**src/rtl/rom_dl_pkg.sv**
```systemverilog
// rom_dl_pkg: shared state, FIFO entry type and region decode helper for the ROM download router
package rom_dl_pkg;
  localparam int DL_AW = 32;
  localparam logic [7:0] DROP_MAX = 8'd255;
  typedef enum logic [1:0] {S_IDLE, S_DECODE, S_ISSUE, S_WAIT} dl_state_t;
  typedef struct packed {
    logic [DL_AW-1:0] addr;
    logic [7:0] data;
  } dl_entry_t;
  function automatic logic region_hit(input logic [DL_AW-1:0] addr, input logic [DL_AW-1:0] base, input logic [DL_AW-1:0] last);
    return addr >= base && addr <= last;
  endfunction
endpackage

```
**src/rtl/rom_dl_fifo.sv**
```systemverilog
// rom_dl_fifo: synchronous first-word-fall-through FIFO with full/empty flags
module rom_dl_fifo #(
  parameter int W = 8,
  parameter int DEPTH = 4
) (
  input logic clk_sys,
  input logic reset,
  input logic push,
  input logic pop,
  input logic [W-1:0] din,
  output logic [W-1:0] dout,
  output logic full,
  output logic empty
);
  localparam int AW = $clog2(DEPTH);
  logic [W-1:0] mem [DEPTH];
  logic [AW:0] wp, rp;
  assign empty = wp == rp;
  assign full = wp[AW] != rp[AW] && wp[AW-1:0] == rp[AW-1:0];
  assign dout = mem[rp[AW-1:0]];
  always_ff @(posedge clk_sys) begin
    if (reset) begin
      wp <= '0;
      rp <= '0;
    end else begin
      if (push && (!full || pop)) begin
        mem[wp[AW-1:0]] <= din;
        wp <= wp + 1'b1;
      end
      if (pop && !empty) rp <= rp + 1'b1;
    end
  end
endmodule

```
**src/rtl/rom_dl_router.sv**
```systemverilog
// rom_dl_router: routes ioctl download bytes to SDRAM ports by address region; ROM_DL_WORD_PACK_EN merges even/odd byte pairs
module rom_dl_router
  import rom_dl_pkg::*;
#(
  parameter int NUM_PORTS = 2,
  parameter int ADDR_W = 25,
  parameter int PORT_AW = 23,
  parameter int FIFO_DEPTH = 4,
  parameter logic [NUM_PORTS*ADDR_W-1:0] REGION_BASE = {25'h10000, 25'h0},
  parameter logic [NUM_PORTS*ADDR_W-1:0] REGION_END = {25'h243FF, 25'h0FFFF}
) (
  input logic clk_sys,
  input logic reset,
  input logic ioctl_downl,
  input logic ioctl_wr,
  input logic [ADDR_W-1:0] ioctl_addr,
  input logic [7:0] ioctl_dout,
  output logic [NUM_PORTS-1:0] port_req,
  input logic [NUM_PORTS-1:0] port_ack,
  output logic [NUM_PORTS*PORT_AW-1:0] port_a,
  output logic [NUM_PORTS*2-1:0] port_ds,
  output logic [NUM_PORTS*16-1:0] port_d,
  output logic [NUM_PORTS-1:0] port_we,
  output logic rom_loaded,
  output logic core_reset,
  output logic overflow,
  output logic [7:0] drop_cnt
);
  localparam int SW = NUM_PORTS > 1 ? $clog2(NUM_PORTS) : 1;
  dl_state_t st, nxt;
  dl_entry_t fifo_dout, hold;
  logic wr_q, downl_q, busy, push, pop, full, empty, hit, drop, drained;
  logic [SW-1:0] hit_idx, iss_sel;
  logic [DL_AW-1:0] base_sel;
  logic [PORT_AW:0] lcl;
  logic [PORT_AW-1:0] iss_a;
  logic [1:0] iss_ds;
  logic [15:0] iss_d;
`ifdef ROM_DL_WORD_PACK_EN
  logic pk_valid, replay, pair, flush, stash, pk_drain;
  logic [SW-1:0] pk_sel;
  logic [PORT_AW:0] pk_lcl;
  logic [7:0] pk_data;
  assign pair = pk_valid && hit && hit_idx == pk_sel && lcl == pk_lcl + 1'b1;
  assign flush = pk_valid && !pair;
  assign stash = !pk_valid && hit && !lcl[0];
  assign pk_drain = st == S_IDLE && empty && pk_valid && !ioctl_downl;
  assign drop = st == S_DECODE && !hit && !pk_valid;
  assign drained = st == S_IDLE && empty && port_ack == port_req && !pk_valid;
`else
  assign drop = st == S_DECODE && !hit;
  assign drained = st == S_IDLE && empty && port_ack == port_req;
`endif
  assign push = ioctl_downl && ioctl_wr && !wr_q;
  assign port_we = {NUM_PORTS{ioctl_downl | busy}};
  assign lcl = (PORT_AW+1)'(hold.addr - base_sel);
  rom_dl_fifo #(.W($bits(dl_entry_t)), .DEPTH(FIFO_DEPTH)) u_fifo (
    .clk_sys,
    .reset,
    .push,
    .pop,
    .din({DL_AW'(ioctl_addr), ioctl_dout}),
    .dout(fifo_dout),
    .full,
    .empty
  );
  always_comb begin
    hit = 1'b0;
    hit_idx = '0;
    base_sel = '0;
    for (int i = NUM_PORTS - 1; i >= 0; i--)
      if (region_hit(hold.addr, DL_AW'(REGION_BASE[i*ADDR_W +: ADDR_W]), DL_AW'(REGION_END[i*ADDR_W +: ADDR_W]))) begin
        hit = 1'b1;
        hit_idx = SW'(i);
        base_sel = DL_AW'(REGION_BASE[i*ADDR_W +: ADDR_W]);
      end
  end
  always_ff @(posedge clk_sys) st <= reset ? S_IDLE : nxt;
  always_comb begin
    nxt = st;
    pop = 1'b0;
    case (st)
      S_IDLE: begin
        pop = !empty;
`ifdef ROM_DL_WORD_PACK_EN
        nxt = !empty ? S_DECODE : pk_drain ? S_ISSUE : S_IDLE;
`else
        nxt = !empty ? S_DECODE : S_IDLE;
`endif
      end
`ifdef ROM_DL_WORD_PACK_EN
      S_DECODE: nxt = (flush || pair || (hit && !stash)) ? S_ISSUE : S_IDLE;
      S_WAIT: nxt = port_ack[iss_sel] == port_req[iss_sel] ? (replay ? S_DECODE : S_IDLE) : S_WAIT;
`else
      S_DECODE: nxt = hit ? S_ISSUE : S_IDLE;
      S_WAIT: nxt = port_ack[iss_sel] == port_req[iss_sel] ? S_IDLE : S_WAIT;
`endif
      S_ISSUE: nxt = S_WAIT;
      default: nxt = S_IDLE;
    endcase
  end
  always_ff @(posedge clk_sys) begin
    wr_q <= ioctl_wr;
    downl_q <= ioctl_downl;
    core_reset <= reset | ioctl_downl | ~rom_loaded;
    if (reset) begin
      hold <= '0;
      iss_sel <= '0;
      iss_a <= '0;
      iss_ds <= '0;
      iss_d <= '0;
      port_req <= port_ack;
      port_a <= '0;
      port_ds <= '0;
      port_d <= '0;
      rom_loaded <= 1'b0;
      overflow <= 1'b0;
      drop_cnt <= '0;
      busy <= 1'b0;
`ifdef ROM_DL_WORD_PACK_EN
      pk_valid <= 1'b0;
      replay <= 1'b0;
      pk_sel <= '0;
      pk_lcl <= '0;
      pk_data <= '0;
`endif
    end else begin
      if (pop) hold <= fifo_dout;
      if (st == S_DECODE) begin
        iss_sel <= hit_idx;
        iss_a <= lcl[PORT_AW:1];
        iss_ds <= {lcl[0], ~lcl[0]};
        iss_d <= {2{hold.data}};
      end
`ifdef ROM_DL_WORD_PACK_EN
      if (st == S_DECODE) replay <= flush;
      if ((st == S_DECODE && flush) || pk_drain) begin
        iss_sel <= pk_sel;
        iss_a <= pk_lcl[PORT_AW:1];
        iss_ds <= {pk_lcl[0], ~pk_lcl[0]};
        iss_d <= {2{pk_data}};
        pk_valid <= 1'b0;
      end else if (st == S_DECODE && pair) begin
        iss_sel <= pk_sel;
        iss_a <= pk_lcl[PORT_AW:1];
        iss_ds <= 2'b11;
        iss_d <= {hold.data, pk_data};
        pk_valid <= 1'b0;
      end else if (st == S_DECODE && stash) begin
        pk_valid <= 1'b1;
        pk_sel <= hit_idx;
        pk_lcl <= lcl;
        pk_data <= hold.data;
      end
`endif
      if (st == S_ISSUE) begin
        port_a[iss_sel*PORT_AW +: PORT_AW] <= iss_a;
        port_ds[iss_sel*2 +: 2] <= iss_ds;
        port_d[iss_sel*16 +: 16] <= iss_d;
        port_req[iss_sel] <= ~port_req[iss_sel];
      end
      if (drop && drop_cnt != DROP_MAX) drop_cnt <= drop_cnt + 1'b1;
      if (push && full && !pop) overflow <= 1'b1;
      if (ioctl_downl) busy <= 1'b1;
      else if (busy && drained) begin
        busy <= 1'b0;
        rom_loaded <= 1'b1;
      end
      if (ioctl_downl && !downl_q) begin
        rom_loaded <= 1'b0;
        overflow <= 1'b0;
        drop_cnt <= '0;
      end
    end
  end
endmodule

```
**config.mk**
```make
export PLATFORM = sky130hd
export DESIGN_NAME = rom_dl_router
export DESIGN_NICKNAME = d
export VERILOG_FILES = /design/src/rtl/rom_dl_pkg.sv /design/src/rtl/rom_dl_fifo.sv /design/src/rtl/rom_dl_router.sv
export SDC_FILE = /design/constraint.sdc
export NUM_CORES = 1
export LEC_CHECK = 0
export CAP_MARGIN = 10
export CORE_UTILIZATION = 42
export DETAILED_ROUTE_END_ITERATION = 10
export GPL_TIMING_DRIVEN = 0
export PLACE_DENSITY_LB_ADDON = 0.12
export SKIP_LAST_GASP = 1
export SLEW_MARGIN = 20
export SYNTH_ARGS = -nofsm -noshare
export SYNTH_HDL_FRONTEND = slang
export SYNTH_HIERARCHICAL = 1
export SYNTH_SLANG_ARGS = --single-unit
```
**constraint.sdc**
```tcl
create_clock -name clk_sys -period 13.12 [get_ports clk_sys]
set_clock_uncertainty 0.1 [all_clocks]
set_input_delay 1.312 -clock clk_sys [delete_from_list [all_inputs] [get_ports clk_sys]]
set_output_delay 1.312 -clock clk_sys [all_outputs]
set_load 0.01 [all_outputs]
```
==> run summary <==
RD Place Congestion: 0.775
Launching point of the worst reg2reg path: u_fifo/wp[0]
Per-cell via count in the routed design: 4.81
H-tree levels: 2
Share of synthesized area occupied by flip-flops and latches: 66.5%
Area grow syn2layout: 25.8%
Placed cell area: 0.0144 mm^2
Clock-pin slew reported for the worst setup and hold paths after clock tree synthesis: 0.06 ns
Startpoint type of the worst setup path: input pin
Number of different library cells in the post-synthesis netlist: 55
Residual antenna-violating net count after detailed routing: 0
Most frequently used flop master after synthesis: dfxtp_1
Power per standard cell area: 152 mW/mm^2
Filler Cell Count: 2537
Number of max-capacitance violations reported: 0
Synthesized area: 0.0123 mm^2
WHS Endpoint: iss_a[7]
Type of element capturing the critical path: output pin
Buffer depth of the longest clock path: 3
Final Max Tran Viols: 0
Pin slew with the least headroom to its limit: 0.919 ns
Cell at the root of the clock tree: clkbuf_16
Post-Synthesis Cells: 1015
Initial cell density of the core: 42.7%
Warnings from Yosys: 6
Post-layout nets: 1286
Worst max-slew margin expressed relative to the limit: 38.6%
Leakage dissipation: 5.12 nW
Syn Area/Cell: 12.1 um^2
IO Count: 136
Post-layout min period: 4.18 ns
Clock buffer count from CTS: 35
Number of buffers added on ports: 135
Final design instance area without fill: 0.0154 mm^2
Largest net degree at the start of global routing: 25
Depth of the most critical reg-to-reg path: 13
Cell-internal power: 1.76 mW
Global-route congestion overflow total: 0
Worst-skew pair later-pin latency: 0.50 ns
Async S/R FF share, synth: 0%
Leading cell type in the layout, fill and taps excluded: nand2_1
Total net switching power: 0.590 mW
Via total after detailed routing: 7927
Capture instance of the worst register-to-register path: u_fifo/mem[1][13]
Commonest cells after routing, fill and taps aside: 277 x nand2_1, 164 x dfxtp_1, 162 x edfxtp_1, 140 x a21oi_1, 135 x clkdlybuf4s50_1
Post-CTS Setup Repair Bufs: 0
Standard cell core area: 0.0287 mm^2
Area of the die: 0.0299 mm^2
Overall die height: 173 um
Worst min-delay path class: flip-flop to flip-flop
Via count of the first global-routing pass: 7801
Arrival time reported for the critical path endpoint: 2.77 ns
Largest fanout on the critical path: 7
Antenna violations before repair: 0
Result of the run: finished clean
Start point of the worst min-delay path: hold[16]
Final worst-path cycle share: 31.9%
Number of hold buffers added after cts: 0
FF-to-FF setup slack: 9.25 ns
Number of setup violations in the final report: 0
Portion of total power attributed to sequential cells: 48.9%
Global-route wire length before repair: 42600 um
Clock tree from TritonCTS: done
Setup TNS after final layout: 0 ns
1st-pass router iterations: 4
RSZ-0062 raised after global routing: false
Sw frac: 25.1%
Routed wire length per instance: 16.0 um
Antenna fix cells: 0
Portion of total power attributed to the clock network: 38.7%
Worst vdd ir: 81.2 uV
Fraction of power consumed by combinational cells: 12.4%
Post-detailed-route DRC marker count: 0
Hold path cells: 2
Final number of hold-violating endpoints: 0
Layout cell share with drive strength beyond 1: 12.2%
Placed wire-length estimate after detailed placement: 19100 um
Count of state elements after synthesis: 326
CTS sink count: 326
Required time of the worst setup path: 11.71 ns
Die width: 173 um
WL final: 26300 um
Number of enable-type register cells in the synthesized netlist: 162
Number of resized instances in the post-cts repair step: 0
Number of DRC violations after detailed-routing iteration 0: 437
Row cnt: 62
Fmax: 0.239 GHz
Total routing usage reported by global routing: 17.9%
Critical path start-end classification: input pin to output pin
critical path: stages:
cell,delay [ns]
clkdlybuf4s50_1,0.51
or2_2,0.35
buf_4,0.14
clkdlybuf4s50_1,0.46
cells by family (layout without fill, tap and decap cells):
family,after synthesis,in the layout,synth area share (%)
and+or+nand+nor,353,353,12.1
AOI/OAI and AO/OA,173,173,7.88
DFF,326,326,66.5
xor gates and xnor gates,15,15,1.19
muxes,47,47,7.99
buffers and inverters,91,312,3.42
adders and majority gates,9,9,0.918
other,1,28,0.0306
final cells by class:
cell class                 count  area [um^2]  area share, %
sequential                   326         8150           52.8
tap                          384          480           3.12
multi-input combinational    625         3810           24.7
clock buffer                  46          957           6.21
inverter                      11         41.3          0.268
buffer                        80          378           2.45
clock inverter                16          100          0.649
timing repair buffer         159         1500           9.74
registers in the layout (all words and copies together), names as in the netlist, named ones only:
signal      cells
busy            1
core_reset      1
downl_q         1
drop_cnt        8
hold           40
iss_a          23
iss_d           8
iss_ds          2
iss_sel         1
overflow        1
port_a         46
port_d         16
port_ds         4
port_req        2
rom_loaded      1
st              2
u_fifo/mem    160
u_fifo/rp       3
u_fifo/wp       3
wr_q            1
metal layers:
layer  wire length (um)  part of all wire (%)  vias to the layer above  track usage [%]
met5                  0                     0                        -                0
li1                   -                     -                     3985                -
met3               1110                   4.2                       36             2.99
met1              12500                    47                     3730             24.8
met4                418                   1.6                        0             4.61
met2              12300                    47                      176             29.5
how the worst max path moves through the flow:
stage,startpoint,to,slack (ns),cells past startpoint
2_1_floorplan,ioctl_wr,u_fifo/mem[1][0],6.64,4
3_3_place_gp,ioctl_downl,u_fifo/mem[3][16],2.51,5
3_5_place_dp,ioctl_downl,u_fifo/mem[1][19],8.82,9
4_1_cts,ioctl_downl,port_we[1],8.92,4
5_1_grt,ioctl_downl,port_we[1],8.87,4
6_report,ioctl_downl,port_we[1],8.94,4
Yosys cell counts (all sizes together), types with 7 or more instances:
cell type	count	area [um^2]
buf	32	198
clkbuf	48	180
ha	9	113
dfxtp	164	3280
mux4	40	901
nor2	24	90.1
xor2	9	78.8
a21oi	140	701
a211oi	9	72.6
nand2	277	1040
inv	11	41.3
edfxtp	162	4860
o21ai	7	35.0
nand2b	8	50.1
through the flow:
stage | hold WS, ns | instances | utilization, % | setup WS, ns | power [mW]
2_1_floorplan | 0.332 | 1042 | - | 6.64 | 1.37
3_3_place_gp | 0.344 | 1561 | 49.5 | 2.51 | 1.46
3_5_place_dp | 0.347 | 1585 | 50.0 | 8.82 | 1.46
4_1_cts | 0.353 | 1647 | 53.7 | 8.92 | 2.38
5_1_grt | 0.368 | 1647 | 53.7 | 8.87 | 2.45
6_report | 0.350 | 1647 | 53.7 | 8.94 | 2.35
power groups by stage:
| stage | clock [mW] | combinational, mW | sequential (mW) |
|---|---|---|---|
| 2_1_floorplan | 0 | 0.206 | 1.16 |
| 3_3_place_gp | 0 | 0.291 | 1.17 |
| 3_5_place_dp | 0 | 0.295 | 1.17 |
| 4_1_cts | 0.931 | 0.297 | 1.15 |
| 5_1_grt | 0.969 | 0.329 | 1.15 |
| 6_report | 0.908 | 0.292 | 1.15 |
No activity file was read; power rests on OpenSTA's default activity.
